File: config.mk
export PLATFORM = sky130hd
export DESIGN_NAME = aes_key_sched_ctrl
export DESIGN_NICKNAME = d
export VERILOG_FILES = /design/src/rtl/aes_key_sched_ctrl.sv
export SDC_FILE = /design/constraint.sdc
export NUM_CORES = 1
export LEC_CHECK = 0
export ABC_CLOCK_PERIOD_IN_PS = 1600
export CAP_MARGIN = 20
export CORE_AREA = 3 3 181 183
export CTS_BUF_LIST = sky130_fd_sc_hd__clkbuf_8
export DETAILED_ROUTE_END_ITERATION = 6
export DIE_AREA = 0 0 184 186
export GPL_TIMING_DRIVEN = 0
export SLEW_MARGIN = 20
export SYNTH_ARGS = -nofsm -noshare
export SYNTH_HDL_FRONTEND = slang
export SYNTH_SLANG_ARGS = --single-unit
File: constraint.sdc
create_clock -name clk -period 1.6 [get_ports clk]
set_clock_uncertainty 0.15 [all_clocks]
set_input_delay 0.32 -clock clk [delete_from_list [all_inputs] [get_ports clk]]
set_output_delay 0.32 -clock clk [all_outputs]
set_load 0.02 [all_outputs]
File: src/rtl/aes_key_sched_ctrl.sv
// AES-128 key-expansion sequencer: streams round keys 0..10 over valid/ready, one EXPAND cycle between keys.
// Optional round-key readback store is built when KEY_STORE_EN is defined; otherwise rd_key is tied to 0.
module aes_key_sched_ctrl #(
  parameter int BYTE   = 8,
  parameter int DWORD  = 32,
  parameter int LENGTH = 128
) (
  input  logic              clk,
  input  logic              rst,
  input  logic              start,
  input  logic [LENGTH-1:0] key_in,
  output logic [DWORD-1:0]  sub_in,
  input  logic [DWORD-1:0]  sub_out,
  output logic              rk_valid,
  input  logic              rk_ready,
  output logic [LENGTH-1:0] rk_key,
  output logic [3:0]        rk_round,
  output logic              busy,
  output logic              done,
  input  logic [3:0]        rd_idx,
  output logic [LENGTH-1:0] rd_key
);

  typedef enum logic [1:0] {S_IDLE, S_EMIT, S_EXPAND} state_t;

  state_t            state_q;
  logic [LENGTH-1:0] key_q;
  logic [LENGTH-1:0] key_d;
  logic [3:0]        round_q;
  logic              valid_q;
  logic              busy_q;
  logic              done_q;
  logic              hshk;

  // Index r yields rcon(r+1); indices above 9 never reach here.
  function automatic logic [DWORD-1:0] rcon(input logic [3:0] idx);
    logic [BYTE-1:0] rc;
    case (idx)
      4'd0:    rc = 8'h01;
      4'd1:    rc = 8'h02;
      4'd2:    rc = 8'h04;
      4'd3:    rc = 8'h08;
      4'd4:    rc = 8'h10;
      4'd5:    rc = 8'h20;
      4'd6:    rc = 8'h40;
      4'd7:    rc = 8'h80;
      4'd8:    rc = 8'h1b;
      4'd9:    rc = 8'h36;
      default: rc = '0;
    endcase
    return {rc, {(DWORD-BYTE){1'b0}}};
  endfunction

  assign sub_in = {key_q[23:0], key_q[31:24]};
  assign hshk   = (state_q == S_EMIT) && rk_ready;

  always_comb begin
    logic [DWORD-1:0] w0, w1, w2, w3;
    w0    = key_q[127:96] ^ sub_out ^ rcon(round_q);
    w1    = key_q[95:64] ^ w0;
    w2    = key_q[63:32] ^ w1;
    w3    = key_q[31:0] ^ w2;
    key_d = {w0, w1, w2, w3};
  end

  always_ff @(posedge clk) begin
    if (rst) begin
      state_q <= S_IDLE;
      key_q   <= '0;
      round_q <= '0;
      valid_q <= 1'b0;
      busy_q  <= 1'b0;
      done_q  <= 1'b0;
    end else begin
      done_q <= 1'b0;
      case (state_q)
        S_IDLE: begin
          if (start) begin
            key_q   <= key_in;
            round_q <= '0;
            valid_q <= 1'b1;
            busy_q  <= 1'b1;
            state_q <= S_EMIT;
          end
        end
        S_EMIT: begin
          if (rk_ready) begin
            valid_q <= 1'b0;
            if (round_q == 4'd10) begin
              busy_q  <= 1'b0;
              done_q  <= 1'b1;
              state_q <= S_IDLE;
            end else begin
              state_q <= S_EXPAND;
            end
          end
        end
        S_EXPAND: begin
          key_q   <= key_d;
          round_q <= round_q + 4'd1;
          valid_q <= 1'b1;
          state_q <= S_EMIT;
        end
        default: state_q <= S_IDLE;
      endcase
    end
  end

  assign rk_valid = valid_q;
  assign rk_key   = key_q;
  assign rk_round = round_q;
  assign busy     = busy_q;
  assign done     = done_q;

`ifdef KEY_STORE_EN
  logic [LENGTH-1:0] store_q [0:10];

  always_ff @(posedge clk) begin
    if (rst) begin
      for (int i = 0; i <= 10; i++) store_q[i] <= '0;
    end else if (hshk) begin
      store_q[round_q] <= key_q;
    end
  end

  assign rd_key = (rd_idx <= 4'd10) ? store_q[rd_idx] : '0;
`else
  logic unused_rd;
  assign unused_rd = ^{rd_idx, hshk};
  assign rd_key    = '0;
`endif

endmodule

Word-level counts from Yosys, hierarchy flattened
Memories as Yosys holds them, arrays and structs flattened. A register that Yosys moved wholly into a read port is not among the register bits.
Cells that the tools add are included.

word-level totals
  bits of input ports = 168
  bits in latches = 0
  memories kept = 1
  output and inout port bits = 295
  register bits after elaboration = 137
  memory bits (writable) = 0
  logic and storage cells = 47
  bits in read-only memories = 128

cells by class
  bitwise gates (word level) = 7
  multipliers = 0
  mux-type cells = 17
  divide/modulo/power cells = 0
  equality and inequality tests = 6
  magnitude comparators = 0
  $add $sub $neg = 1
  reduce and logical (&&, ||, !) cells = 9
  shift operators = 0

memories
  memory            words  width  read ports  clocked after Yosys merged registers in  wr ports  RTL line  source
  (name not given)  16     8      1           1                                        0         38        case (idx)

operators by type and width
  cell                   number
  $pmux W128 S2          1
  $xor A32 B32 Y32       5
  $mux W128              1
  $mux W4                3
  $pmux W4 S2            1
  $mux W2                3
  $pmux W2 S3            1
  $mux W1                5
  $add A4 B1 Y4 const B  1
  $eq A4 B4 Y1 const B   1
  $ne A2 B2 Y1 const B   2
  $reduce_and A2 Y1      2
  $reduce_and A4 Y1      1
  $reduce_bool A2 Y1     2
  $pmux W1 S3            1
  $reduce_and A3 Y1      1
  $reduce_bool A3 Y1     1
  $reduce_or A3 Y1       1
  $eq A2 B1 Y1 const B   1
  $eq A2 B2 Y1 const B   1
  $logic_not A2 Y1       1
  $ne A2 B1 Y1 const B   1
  $not A1 Y1             2
  $pmux W1 S2            1

Depth between registers and ports, before layout
  word-level depth = 6
  mapped depth = 8
  depth with buffers taken out = 6

Worst setup path before layout
Ideal clock, no wire load.

  path kind = flip-flop to flip-flop
  start point = register key_q[127] (netlist: rk_key[127])
  end point = register key_q[31] (netlist: rk_key[31])
  slack = -0.380 ns
  buffers on the path = 0
  required time = 1.347 ns
  cell stages (with the launch flop) = 6
  setup time = 0.103 ns
  clock period less this slack = 1.980 ns
  data arrival time = 1.727 ns
  cells stage by stage = dfxtp_1 > xnor3_1 > xor2_1 > xnor2_1 > mux2i_1 > a2111oi_2

on the way
  cells in the longest elaborated chain, start to end = 6

ends and longest elaborated chain
  item                            RTL line  source
  start, declared                 27        logic [LENGTH-1:0] key_q;
  start signal, assigned          79        key_q <= key_in;
  start signal, assigned          99        key_q <= key_d;
  $xor A32 B32 Y32 (2 in series)  59        w0 = key_q[127:96] ^ sub_out ^ rcon(round_q);
  $xor A32 B32 Y32                60        w1 = key_q[95:64] ^ w0;
  $xor A32 B32 Y32                61        w2 = key_q[63:32] ^ w1;
  $xor A32 B32 Y32                62        w3 = key_q[31:0] ^ w2;
  $pmux W128 S2                   76        case (state_q)

Every way passes these cells.
A chain may end at the register's enable or synchronous reset.

==> qor.yml <==
outcome: "finished, violations left"
syn_avg_cell_area_um2: 8.26
htreeDepth: 4
ioPinCount: 463
ir_drop_uv: 470
drive_gt1_share_pct: 57.2
antenna_found_initial: 2
cp_max_fo: 3
grt_use_met2_pct: 38.5
clk_path_buf_depth: 2
final_common_cell: "buf_4"
r2r_cells: 5
core_region_area_um2: 31400
crit_arrival_ns: 2.05
start_kind: "flip-flop"
ys_seq_elements: 145
gp_congestion: 0.815
crit_path_top_delay_cell: "xnor3_2"
max_freq_ghz: 0.544
worst_pin_slew_ns: 0.719
avgRoutedWirePerCell_um: 21.6
rsz0062_at_grt: "true"
endpoint_kind: "flip-flop"
num_vias: 9707
leakage_nw: 7.56
multi_input_area_um2: 6520
die_area_um2: 34200
critPathKind: "reg2reg"
ys.flop_type: "dfxtp_1"
die_w_um: 184
path_clk_slew_ns: 0.11
slew_headroom_pct: 52.1
async_reset_ff_share_pct: 0
gr-usage-met3_pct: 4.59
area_delta_synth_final_pct: 90.6
rows: 65
start_util_pct: 28.0
cap_violations: 0
finalSetupViolCount: 126
period_minus_slack_ns: 1.84
hpwl_um: 29900
finalInstanceArea_um2: 16700
drc: 2
violations: "design-rule violations, negative setup slack"
final_cell_mix: "buf_4 (221), clkdlybuf4s50_1 (156), conb_1 (128), buf_2 (125), nor2_1 (116)"
ys_seq_area_share_pct: 33.1
die_h_um: 186
synth.distinct_cells: 48
cts_tree: "yes"
syn_area_um2: 8780
drv_slew: 0
clkSinkCount: 145
grt_use_total_pct: 21.9
grt_pass1_vias: 8969
grt_pass1_wl_um: 56000
slowest_delay_ns: 0.48
ys_warn_count: 0
hold_violations: 0
r2r_slack_ns: -0.24
drtPass1Iterations: 7
grt_overflow: 0
antenna_left: 0
met1_usage_pct: 26.7
routed_via_density: 4.72
cts_buffers: 17
insertion_delay_ns: 0.47
drtIter0Drc: 557
tns_ns: -13.54
top_usage_layer: "met2"
hold_path_class: "in2reg"
cp_cell_sequence: "xnor3_2 > xor2_4 > xnor2_2 > mux2i_1 > a2111oi_2"
nets: 1810
worstPathRequired_ns: 1.81
wl_um: 44400
endpoint: "rk_key[31]"
grt_max_degree: 17
synth_enable_flop_cells: 0
period_share_pct: 115
power_density_nw_per_um2: 758
place_ws_ns: -1.54
place_area_um2: 13200
total_power_mw: 12.7
seq_area_um2: 3120
io_buffers: 330
cts-root-buf: "clkbuf_8"
synthCells: 1062
r2r-end: "rk_key[31]"
num-fill-cells: 2884
layout_setup_ws_ns: -0.240
[what timing repair did]
action,4_1_cts,5_1_grt
cloned,0,22
resized for setup,859,565
pin swaps,20,191
setup buffers,31,56
endpoints found under the setup margin,309,205
hold buffers,0,0
[cells by family after synthesis]
| kind of cell | Yosys count | synth area share, % |
|---|---|---|
| flip-flops | 145 | 33.1 |
| AND/OR/NAND/NOR | 303 | 14.1 |
| buffers and inverters | 237 | 17.2 |
| other | 1 | 0.0427 |
| AO/OA/AOI/OAI | 269 | 19.8 |
| XOR/XNOR | 103 | 15.3 |
| multiplexers | 2 | 0.228 |
| adder cells (fa/ha/maj) | 2 | 0.285 |
[worst min-delay path by stage]
stage,startpoint,to,slack (ns),cells after the start
2_1_floorplan,key_in[56],rk_key[56],0.35,2
3_3_place_gp,rk_key[94],rk_key[94],0.31,2
3_5_place_dp,busy,busy,0.32,2
4_1_cts,key_in[58],rk_key[58],0.26,3
5_1_grt,sub_out[20],rk_key[116],0.19,5
6_report,sub_out[20],rk_key[116],0.18,5
[sequential cells by signal, indices dropped and copies added (netlist names), named ones only]
name / count
rk_key: 128
rk_round: 4
state_q: 2
busy: 1
done: 1
rk_valid: 1
[cells in the mapped netlist, types with 6 or more instances]
library cell  instances  area [um^2]
buf_2                 8         40.0
buf_4               160         1200
a22oi_1               7         52.6
a221oi_1              6         52.6
clkbuf_1             46          173
buf_1                18         67.6
o21ai_0               7         35.0
xnor3_1              31          698
nor2_1              147          552
o221ai_1              8         70.1
xnor2_1              33          289
a2111oi_0             8         70.1
nand2_1             107          402
a211oi_1             50          375
xor2_1               38          333
dfxtp_1             145         2900
nor3_1               29          145
o211ai_1             31          233
a21oi_1             118          591
o22ai_1              25          156
[metrics by stage]
step,hold slack [ns],instances,util [%]
6_report,0.181,2057,53.3
3_5_place_dp,0.321,1921,42.1
2_1_floorplan,0.346,1189,-
3_3_place_gp,0.314,1921,42.1
4_1_cts,0.257,1984,44.5
5_1_grt,0.189,2057,53.3
[routing by layer]
metal  vias up  share of wire, %
li1       4526                 -
met1      4620                40
met2       474                50
met3        87               7.1
met4         0               3.5
met5         -                 0
[power breakdown]
group	internal, mW	switching [mW]	leakage (nW)
Combinational	2.70	2.79	6.13
Clock	1.12	1.76	0.185
Sequential	3.93	0.388	1.24
[critical path, delay by kind of cell (launching register included)]
kind                      cells  cell delay, ns
AOI/OAI and AO/OA             1            0.28
xor gates and xnor gates      3            0.83
DFF                           1            0.33
muxes                         1            0.14
[area by class of cell]
cell class | count | share of cell area (%)
diodes | 2 | 0.0299
multi-input cells | 807 | 39.0
clock buffers | 17 | 1.40
repair buffers | 437 | 24.4
inverters | 3 | 0.0673
flip-flops and latches | 145 | 18.6
clock inverters | 15 | 0.711
plain buffers | 229 | 12.8
well taps | 402 | 3.01
Power figures use the tool's default switching activity.
